### config.mk
export PLATFORM = sky130hd
export DESIGN_NAME = reg32_wr_arbiter
export DESIGN_NICKNAME = d
export VERILOG_FILES = /design/src/rtl/reg32_wr_arbiter.sv
export SDC_FILE = /design/constraint.sdc
export NUM_CORES = 1
export LEC_CHECK = 0
export ABC_AREA = 1
export ABC_CLOCK_PERIOD_IN_PS = 10300
export CAP_MARGIN = 20
export CELL_PAD_IN_SITES_DETAIL_PLACEMENT = 1
export CELL_PAD_IN_SITES_GLOBAL_PLACEMENT = 1
export CORE_MARGIN = 2
export CORE_UTILIZATION = 25
export DETAILED_ROUTE_END_ITERATION = 8
export PLACE_DENSITY_LB_ADDON = 0.1
export SETUP_SLACK_MARGIN = 0.2
export SKIP_CTS_REPAIR_TIMING = 1
export SLEW_MARGIN = 10
export SYNTH_ARGS = -nofsm -noshare
export SYNTH_HDL_FRONTEND = slang
export SYNTH_SLANG_ARGS = --single-unit
### constraint.sdc
create_clock -name clk -period 10.3 [get_ports clk]
set_input_delay 1.03 -clock clk [delete_from_list [all_inputs] [get_ports clk]]
set_output_delay 1.03 -clock clk [all_outputs]
set_load 0.02 [all_outputs]
### src/rtl/reg32_wr_arbiter.sv
// Two-port register-file write scheduler with round-robin arbitration, status (r28) and PC (r31) sequencing.
// Optional: define REGARB_PC_GUARD_EN to restrict PC writes to requester 0 and add the pc_err output.
module reg32_wr_arbiter #(
  parameter int NREQ     = 4,
  parameter int ADDRSIZE = 5,
  parameter int ST_ADDR  = 28,
  parameter int PC_ADDR  = 31
) (
  input  logic                     clk,
  input  logic                     rst,
  input  logic [NREQ-1:0]          req,
  input  logic [NREQ*ADDRSIZE-1:0] req_addr,
  input  logic [NREQ*32-1:0]       req_data,
  output logic [NREQ-1:0]          gnt,
  input  logic                     st_req,
  input  logic [31:0]              st_data,
  input  logic                     pc_step,
  input  logic                     halt,
  input  logic                     flush,
  output logic [1:0]               write,
  output logic [ADDRSIZE-1:0]      wa0,
  output logic [ADDRSIZE-1:0]      wa1,
  output logic [31:0]              wd0,
  output logic [31:0]              wd1,
  output logic                     stwr,
  output logic [31:0]              stin,
  output logic                     pcincr,
  output logic                     pc_drop,
`ifdef REGARB_PC_GUARD_EN
  output logic                     pc_err,
`endif
  output logic                     busy
);

  localparam int PW = $clog2(NREQ);
  localparam logic [ADDRSIZE-1:0] ST_A = ADDRSIZE'(ST_ADDR);
  localparam logic [ADDRSIZE-1:0] PC_A = ADDRSIZE'(PC_ADDR);

  typedef enum logic [1:0] {RUN, DRAIN, HALT} state_t;

  state_t                state_reg, state_next;
  logic [PW-1:0]         rr_ptr_reg, rr_ptr_next;
  logic [ADDRSIZE-1:0]   addr [NREQ];
  logic [31:0]           data [NREQ];
  logic [PW-1:0]         order [NREQ];
  logic [NREQ-1:0]       elig;
  logic                  active;
  logic                  p0_vld, p1_vld, p0_bad, p1_bad;
  logic [PW-1:0]         p0_idx, p1_idx, last_idx;
  logic                  wen0, wen1, pc_hit;

  // Unpack requesters and build the rotated scan order starting at rr_ptr.
  generate
    for (genvar gi = 0; gi < NREQ; gi++) begin : g_req
      logic [PW:0] sum;
      assign addr[gi]  = req_addr[gi*ADDRSIZE +: ADDRSIZE];
      assign data[gi]  = req_data[gi*32 +: 32];
      assign elig[gi]  = req[gi] && !(st_req && (addr[gi] == ST_A));
      assign sum       = {1'b0, rr_ptr_reg} + (PW+1)'(gi);
      assign order[gi] = (sum >= (PW+1)'(NREQ)) ? PW'(sum - (PW+1)'(NREQ)) : PW'(sum);
    end
  endgenerate

  always_comb begin
    state_next = state_reg;
    case (state_reg)
      RUN:     if (flush) state_next = DRAIN; else if (halt) state_next = HALT;
      DRAIN:   if (!flush) state_next = halt ? HALT : RUN;
      HALT:    if (flush) state_next = DRAIN; else if (!halt) state_next = RUN;
      default: state_next = RUN;
    endcase
  end

  // Grants follow the state being entered, so a flush/halt cycle grants nothing
  // and the first cycle after they drop grants immediately.
  assign active = rst && (state_next == RUN);

  always_comb begin
    p0_vld = 1'b0;
    p1_vld = 1'b0;
    p0_idx = '0;
    p1_idx = '0;
    for (int k = 0; k < NREQ; k++) begin
      if (elig[order[k]]) begin
        if (!p0_vld) begin
          p0_vld = 1'b1;
          p0_idx = order[k];
        end else if (!p1_vld && (addr[order[k]] != addr[p0_idx])) begin
          p1_vld = 1'b1;
          p1_idx = order[k];
        end
      end
    end
  end

  always_comb begin
    gnt = '0;
    if (active && p0_vld) gnt[p0_idx] = 1'b1;
    if (active && p1_vld) gnt[p1_idx] = 1'b1;
  end

`ifdef REGARB_PC_GUARD_EN
  assign p0_bad = (p0_idx != '0) && (addr[p0_idx] == PC_A);
  assign p1_bad = (p1_idx != '0) && (addr[p1_idx] == PC_A);
`else
  assign p0_bad = 1'b0;
  assign p1_bad = 1'b0;
`endif

  assign wen0     = active && p0_vld && !p0_bad;
  assign wen1     = active && p1_vld && !p1_bad;
  assign pc_hit   = (wen0 && (addr[p0_idx] == PC_A)) || (wen1 && (addr[p1_idx] == PC_A));
  assign last_idx = p1_vld ? p1_idx : p0_idx;
  assign rr_ptr_next = (last_idx == PW'(NREQ-1)) ? '0 : last_idx + 1'b1;

  always_ff @(posedge clk or negedge rst) begin
    if (!rst) begin
      state_reg  <= RUN;
      rr_ptr_reg <= '0;
      write      <= 2'b00;
      wa0        <= '0;
      wa1        <= '0;
      wd0        <= '0;
      wd1        <= '0;
      stwr       <= 1'b0;
      stin       <= '0;
      pcincr     <= 1'b0;
      pc_drop    <= 1'b0;
`ifdef REGARB_PC_GUARD_EN
      pc_err     <= 1'b0;
`endif
    end else begin
      state_reg <= state_next;
      if (active && p0_vld) rr_ptr_reg <= rr_ptr_next;
      write <= {wen1, wen0};
      if (wen0) begin
        wa0 <= addr[p0_idx];
        wd0 <= data[p0_idx];
      end
      if (wen1) begin
        wa1 <= addr[p1_idx];
        wd1 <= data[p1_idx];
      end
      stwr    <= st_req && active;
      stin    <= st_data;
      pcincr  <= pc_step && active && !pc_hit;
      pc_drop <= pc_step && pc_hit;
`ifdef REGARB_PC_GUARD_EN
      pc_err  <= active && ((p0_vld && p0_bad) || (p1_vld && p1_bad));
`endif
    end
  end

`ifdef REGARB_PC_GUARD_EN
  assign busy = (state_reg != RUN) || (|write) || stwr || pcincr || pc_drop || pc_err;
`else
  assign busy = (state_reg != RUN) || (|write) || stwr || pcincr || pc_drop;
`endif

endmodule

* After elaboration in Yosys (flattened, before gate mapping)
Cells that the tools add are included.
Word-level totals: bits in registers 115, output and inout bits 116, word-level logic and storage cells 183
Operators by class: $add $sub $neg 8, magnitude comparators 20, equal/unequal tests 12, multiplexer cells 86, bitwise operators 9, reduce and logical (&&, ||, !) cells 37
Operators by type and width (number):
- $bmux 32 s2 | 2
- $mux 32 | 4
- $bmux 5 s2 | 8
- $mux 5 | 16
- $mux 2 | 28
- $ge 3x3->1 const B | 11
- $eq 5x5->1 const B | 6
- $not 2->3 | 8
- $logic_and 1x1->1 | 21
- $mux 1 | 19
- $lt 2x3->1 const B | 6
- $ne 5x5->1 | 3
- $bmux 1 s2 | 4
- $mux 4 | 2
- $sub 2x1->2 const B | 4
- $logic_not 1->1 | 7
- $add 2x2->3 const B | 2
- $pmux 2 s3 | 1
- $logic_or 1x1->1 | 5
- $demux 1 s2 | 2
- $eq 2x2->1 const B | 2
- $ge 2x1->1 const B | 2
- $logic_not 2->1 | 2
- $or 4x4->4 | 1
- other kinds (6) | 6

* Longest topological paths before layout
word-level depth 34, gate-level depth with buffers 34, gate-level depth less buffers 33

* Least setup slack after synthesis
OpenSTA, ideal clock, no wires.
path kind input to output, from input port req_addr[19], to output port gnt[1], data arrival time 4152 ps, required time 9270 ps, path slack 5118 ps, stages on the path 24, buffers on the path 3, path through nand2_1 > inv_1 > nand3_1 > nand3_1 > nand3_1 > nand2_1 > inv_1 > ha_1 > clkbuf_1 > nand2_1 > o211ai_1 > o21ai_0 > xor2_1 > nor2_1 > nand4_1 > nand3b_1 > nand2_1 > nand2_1 > nand2_2 > nand3_4 > nand2_4 > buf_6 > buf_2 > o32ai_1
On the way: cells in the longest elaborated chain, start to end 31, elaborated cells on any way between the ends 84, those cells by class order compare (4); eq/ne (4); mux (61); bitwise (4); reduce/logical (11)
Ends and longest elaborated chain:
- start: declaration | line 12 | input logic [NREQ*ADDRSIZE-1:0] req_addr,
- $eq 5x5->1 | line 58 | assign elig[gi] = req[gi] && !(st_req && (addr[gi] == ST_A));
- $logic_and 1x1->1 | line 58
- $logic_not 1->1 | line 58
- $logic_and 1x1->1 | line 58
- $bmux 1 s2 | line 84 | if (elig[order[k]]) begin
- $mux 1 (implied by the code) | line 84
- $mux 2 | line 84
- $not 2->3 (implied by the code) | line 88 | end else if (!p1_vld && (addr[order[k]] != addr[p0_idx])) begin
- [15 not listed]
- $mux 2 | line 85 | if (!p0_vld) begin
- $mux 2 | line 84
- $lt 2x3->1 (implied by the code) or $ge 2x1->1 (tied branches) | line 99 | if (active && p1_vld) gnt[p1_idx] = 1'b1;
- $logic_and 1x1->1 (implied by the code) | line 99
- $mux 1 (implied by the code) | line 99
- $demux 1 s2 | line 99
- $or 4x4->4 (no source line)
- $mux 4 * | line 99
- end: declaration | line 14 | output logic [NREQ-1:0] gnt,
Mark *: on every way between the ends. The rest lies on a longest branch, timed or not. The select of a mux whose other input is x is not followed.

* Worst setup path after layout
from input port req_addr[19], to output port gnt[0]
The elaborated chain is that of the path after synthesis.

==> results_dict.tcl <==
set metrics [dict create \
    start_kind "input port" \
    synth.area.top_cells "dfrtp_1 38%, nand2_1 12%, o21ai_0 6.8%, nor2_1 5.8%, nand3_1 5.7%" \
    hpwl_um 27680 \
    p_switching_mw 2.786 \
    ys.flop_type "dfrtp_1" \
    final_nets 1520 \
    crit_fanout 72 \
    whs_ns 0.4861 \
    wl_um 38060 \
    dieArea_um2 31600 \
    crit_top_cell "nand2_1" \
    seqPwrFrac_pct 14.3 \
    critical_path_arrival_ns 6.99 \
    synth_area_um2 7548 \
    intPower_mw 2.189 \
    ios 306 \
    core-area_um2 29720 \
    whs_path_depth 2 \
    grt_antenna_before_repair 2 \
    ys_async_sr_fraction_pct 100.0 \
    die_x_um 177.8 \
    hp-start "wa0[1]$_DFFE_PN0P_" \
    cp.required_ns 9.27 \
    clock.fmax_mhz 124.7 \
    area_growth_pct 51.47 \
    cp_slowest_cell "ha_1" \
    dr.pass1.iters 6 \
    path_class "in2out" \
    skew_ns 0.01038 \
    synth_cell_types 45 \
    h-tree-depth 4 \
    track_usage_pct 23.64 \
    stdcell_count 1735 \
    crit_path_end_kind "primary output" \
    slew_headroom_pct 28.96 \
    ir_drop_mv 0.2731 \
    grt_start_max_net_pins 97 \
    rsz0062_at_grt "no" \
    layout-drive-gt1-share_pct 6.632 \
    initial_core_util_pct 25.40 \
    ctsLongestPathBuffers 2 \
    largestRegisters "stin: 32 flops, wd0: 32 flops, wd1: 32 flops" \
    clk_pin_slew_ns 0.05 \
    fin_tns_setup_ns 0 \
    dr_total_vias 8734 \
    synthCells 1059 \
    seq_area_frac_synth_pct 38.12 \
    holdPathEnd "wa0[1]$_DFFE_PN0P_" \
    ant_nets 0 \
    drc 0 \
    die_y_um 177.8 \
    power_frac_clock_pct 11.4 \
    worstRegToRegCells 28 \
    slew_violations 0 \
    grt.overflow.total 0 \
    clkLatencyLatePin_ns 0.42 \
    vias_per_cell 5.034 \
    cts_tree "done" \
    routedWlPerCell_um 21.94 \
    clockRootBuffer "clkbuf_16" \
    syn-num-nets 1250 \
    hold_viol 0 \
    portBuffers 305 \
    cts.sinks 115 \
    synth_top_area_cell "dfrtp_1" \
    swShare_pct 56.00 \
    synth_top_area_share_pct 38.12 \
    r2r_setup_slack_ns 4.49 \
    synth_edf_count 0 \
    drtIter0Drc 563 \
    gp_congestion 0.9298 \
    grt_pass1_wl_um 56080 \
    crit_path_max_incr_delay_ns 0.69 \
    reg2reg_to "wd1[2]$_DFFE_PN0P_" \
    max-cap-violations 0 \
    setup_viol 0 \
    layout_min_cycle_time_ns 8.019 \
    hp-class "reg2reg" \
    powerDensity_nw_per_um2 435.1 \
    tightest_slew_ns 1.066 \
    period_share_pct 77.85 \
    nFillCells 3693 \
    std_cell_rows 63 \
    combPwrFrac_pct 74.3 \
    p_leak_nw 4.776 \
    yosysWarnings 0 \
    status "completed" \
    numPlacedInstances 1700 \
    cts_buffers 17 \
    syn_avg_cell_area_um2 7.128 \
    synth-seq-cells 115 \
    timing.rr.start "rr_ptr_reg[0]$_DFFE_PN0P_" \
    first_global_vias 8865 \
]
==> layout make-up <==
class                           count  area [um^2]  area share, %
Clock buffer                       17        425.4          3.721
Multi-Input combinational cell    797         4063          35.53
Inverter                           83        311.5          2.725
Clock inverter                     15        135.1          1.182
Tap cell                          390        488.0          4.268
Antenna cell                        3        7.507        0.06566
Timing Repair Buffer              315         3126          27.34
Sequential cell                   115         2878          25.17
==> per-layer routing <==
layer	vias to the layer above	global-route usage, %	share of wire [%]
li1	4166	-	-
met1	4227	31.26	44
met2	312	39.39	48
met3	27	5.013	6.9
met4	2	5.464	1.3
met5	-	0	0.034
==> layout by cell type (no fill, tap or decap), drive strengths merged, types with 2 or more instances in the layout <==
cell	n
clkdlybuf4s50	304
nand2	251
o21ai	129
nor2	119
dfrtp	115
nand3	92
inv	85
a31oi	59
a21oi	37
o21bai	32
a22oi	26
clkbuf	17
buf	11
o22ai	8
nand4	8
clkinv	7
o211ai	5
clkinvlp	5
nand3b	4
xor2	4
o221ai	4
diode	3
o21a	3
o22a	3
a221oi	2
xnor2	2
o32ai	2
==> synthesized netlist by cell type, types with 14 or more instances <==
master / n
a22oi_1: 26
inv_1: 74
a31oi_1: 59
nand2_2: 14
buf_2: 17
o21ai_1: 26
o21ai_0: 102
dfrtp_1: 115
o21bai_1: 32
nand2_1: 233
a21oi_1: 35
nor2_1: 116
nand3_1: 86
clkbuf_1: 31
==> critical path, delay by kind of cell <==
kind            cells  cell delay (ns)
fa+ha+maj           1             0.69
compound gates      2             0.57
simple gates       17             1.94
buf+inv             9             2.66
==> power groups by stage <==
stage | clock [mW] | sequential (mW) | combinational, mW
after floorplan | 0 | 0.891 | 2.29
after global placement | 0 | 0.714 | 3.66
after detailed placement | 0 | 0.720 | 3.69
after CTS | 0.583 | 0.714 | 3.70
after global routing | 0.604 | 0.734 | 4.08
final | 0.569 | 0.711 | 3.69
==> cell families (layout without fill, tap and decap cells) <==
group / after synthesis / in the layout / share of synthesized area (%)
compound gates: 313 / 313 / 25.05
xor+xnor: 6 / 6 / 0.6962
fa+ha+maj: 1 / 1 / 0.1657
buf+inv: 147 / 430 / 8.536
flops: 115 / 115 / 38.12
other cells: 0 / 3 / 0
simple gates: 477 / 477 / 27.43
==> metrics by stage <==
stage / total power [mW] / setup slack, ns / instance area (um^2) / util, %
3_3_place_gp: 4.379 / 2.378 / 10870 / 36.56
4_1_cts: 4.995 / 2.350 / 11430 / 38.45
6_report: 4.975 / 2.281 / 11430 / 38.47
2_1_floorplan: 3.186 / 5.118 / 7548 / -
3_5_place_dp: 4.407 / 2.391 / 10870 / 36.56
5_1_grt: 5.417 / 1.591 / 11430 / 38.46
==> worst max path at each step <==
stage	from	end	slack [ns]	cells past startpoint
2_1_floorplan	req_addr[19]	gnt[1]	5.12	24
3_3_place_gp	req_addr[19]	gnt[1]	2.38	29
3_5_place_dp	req_addr[19]	gnt[0]	2.39	29
4_1_cts	req_addr[19]	gnt[0]	2.35	29
5_1_grt	req_addr[19]	gnt[0]	1.59	29
6_report	req_addr[19]	gnt[0]	2.28	29
Power figures use the tool's default switching activity.
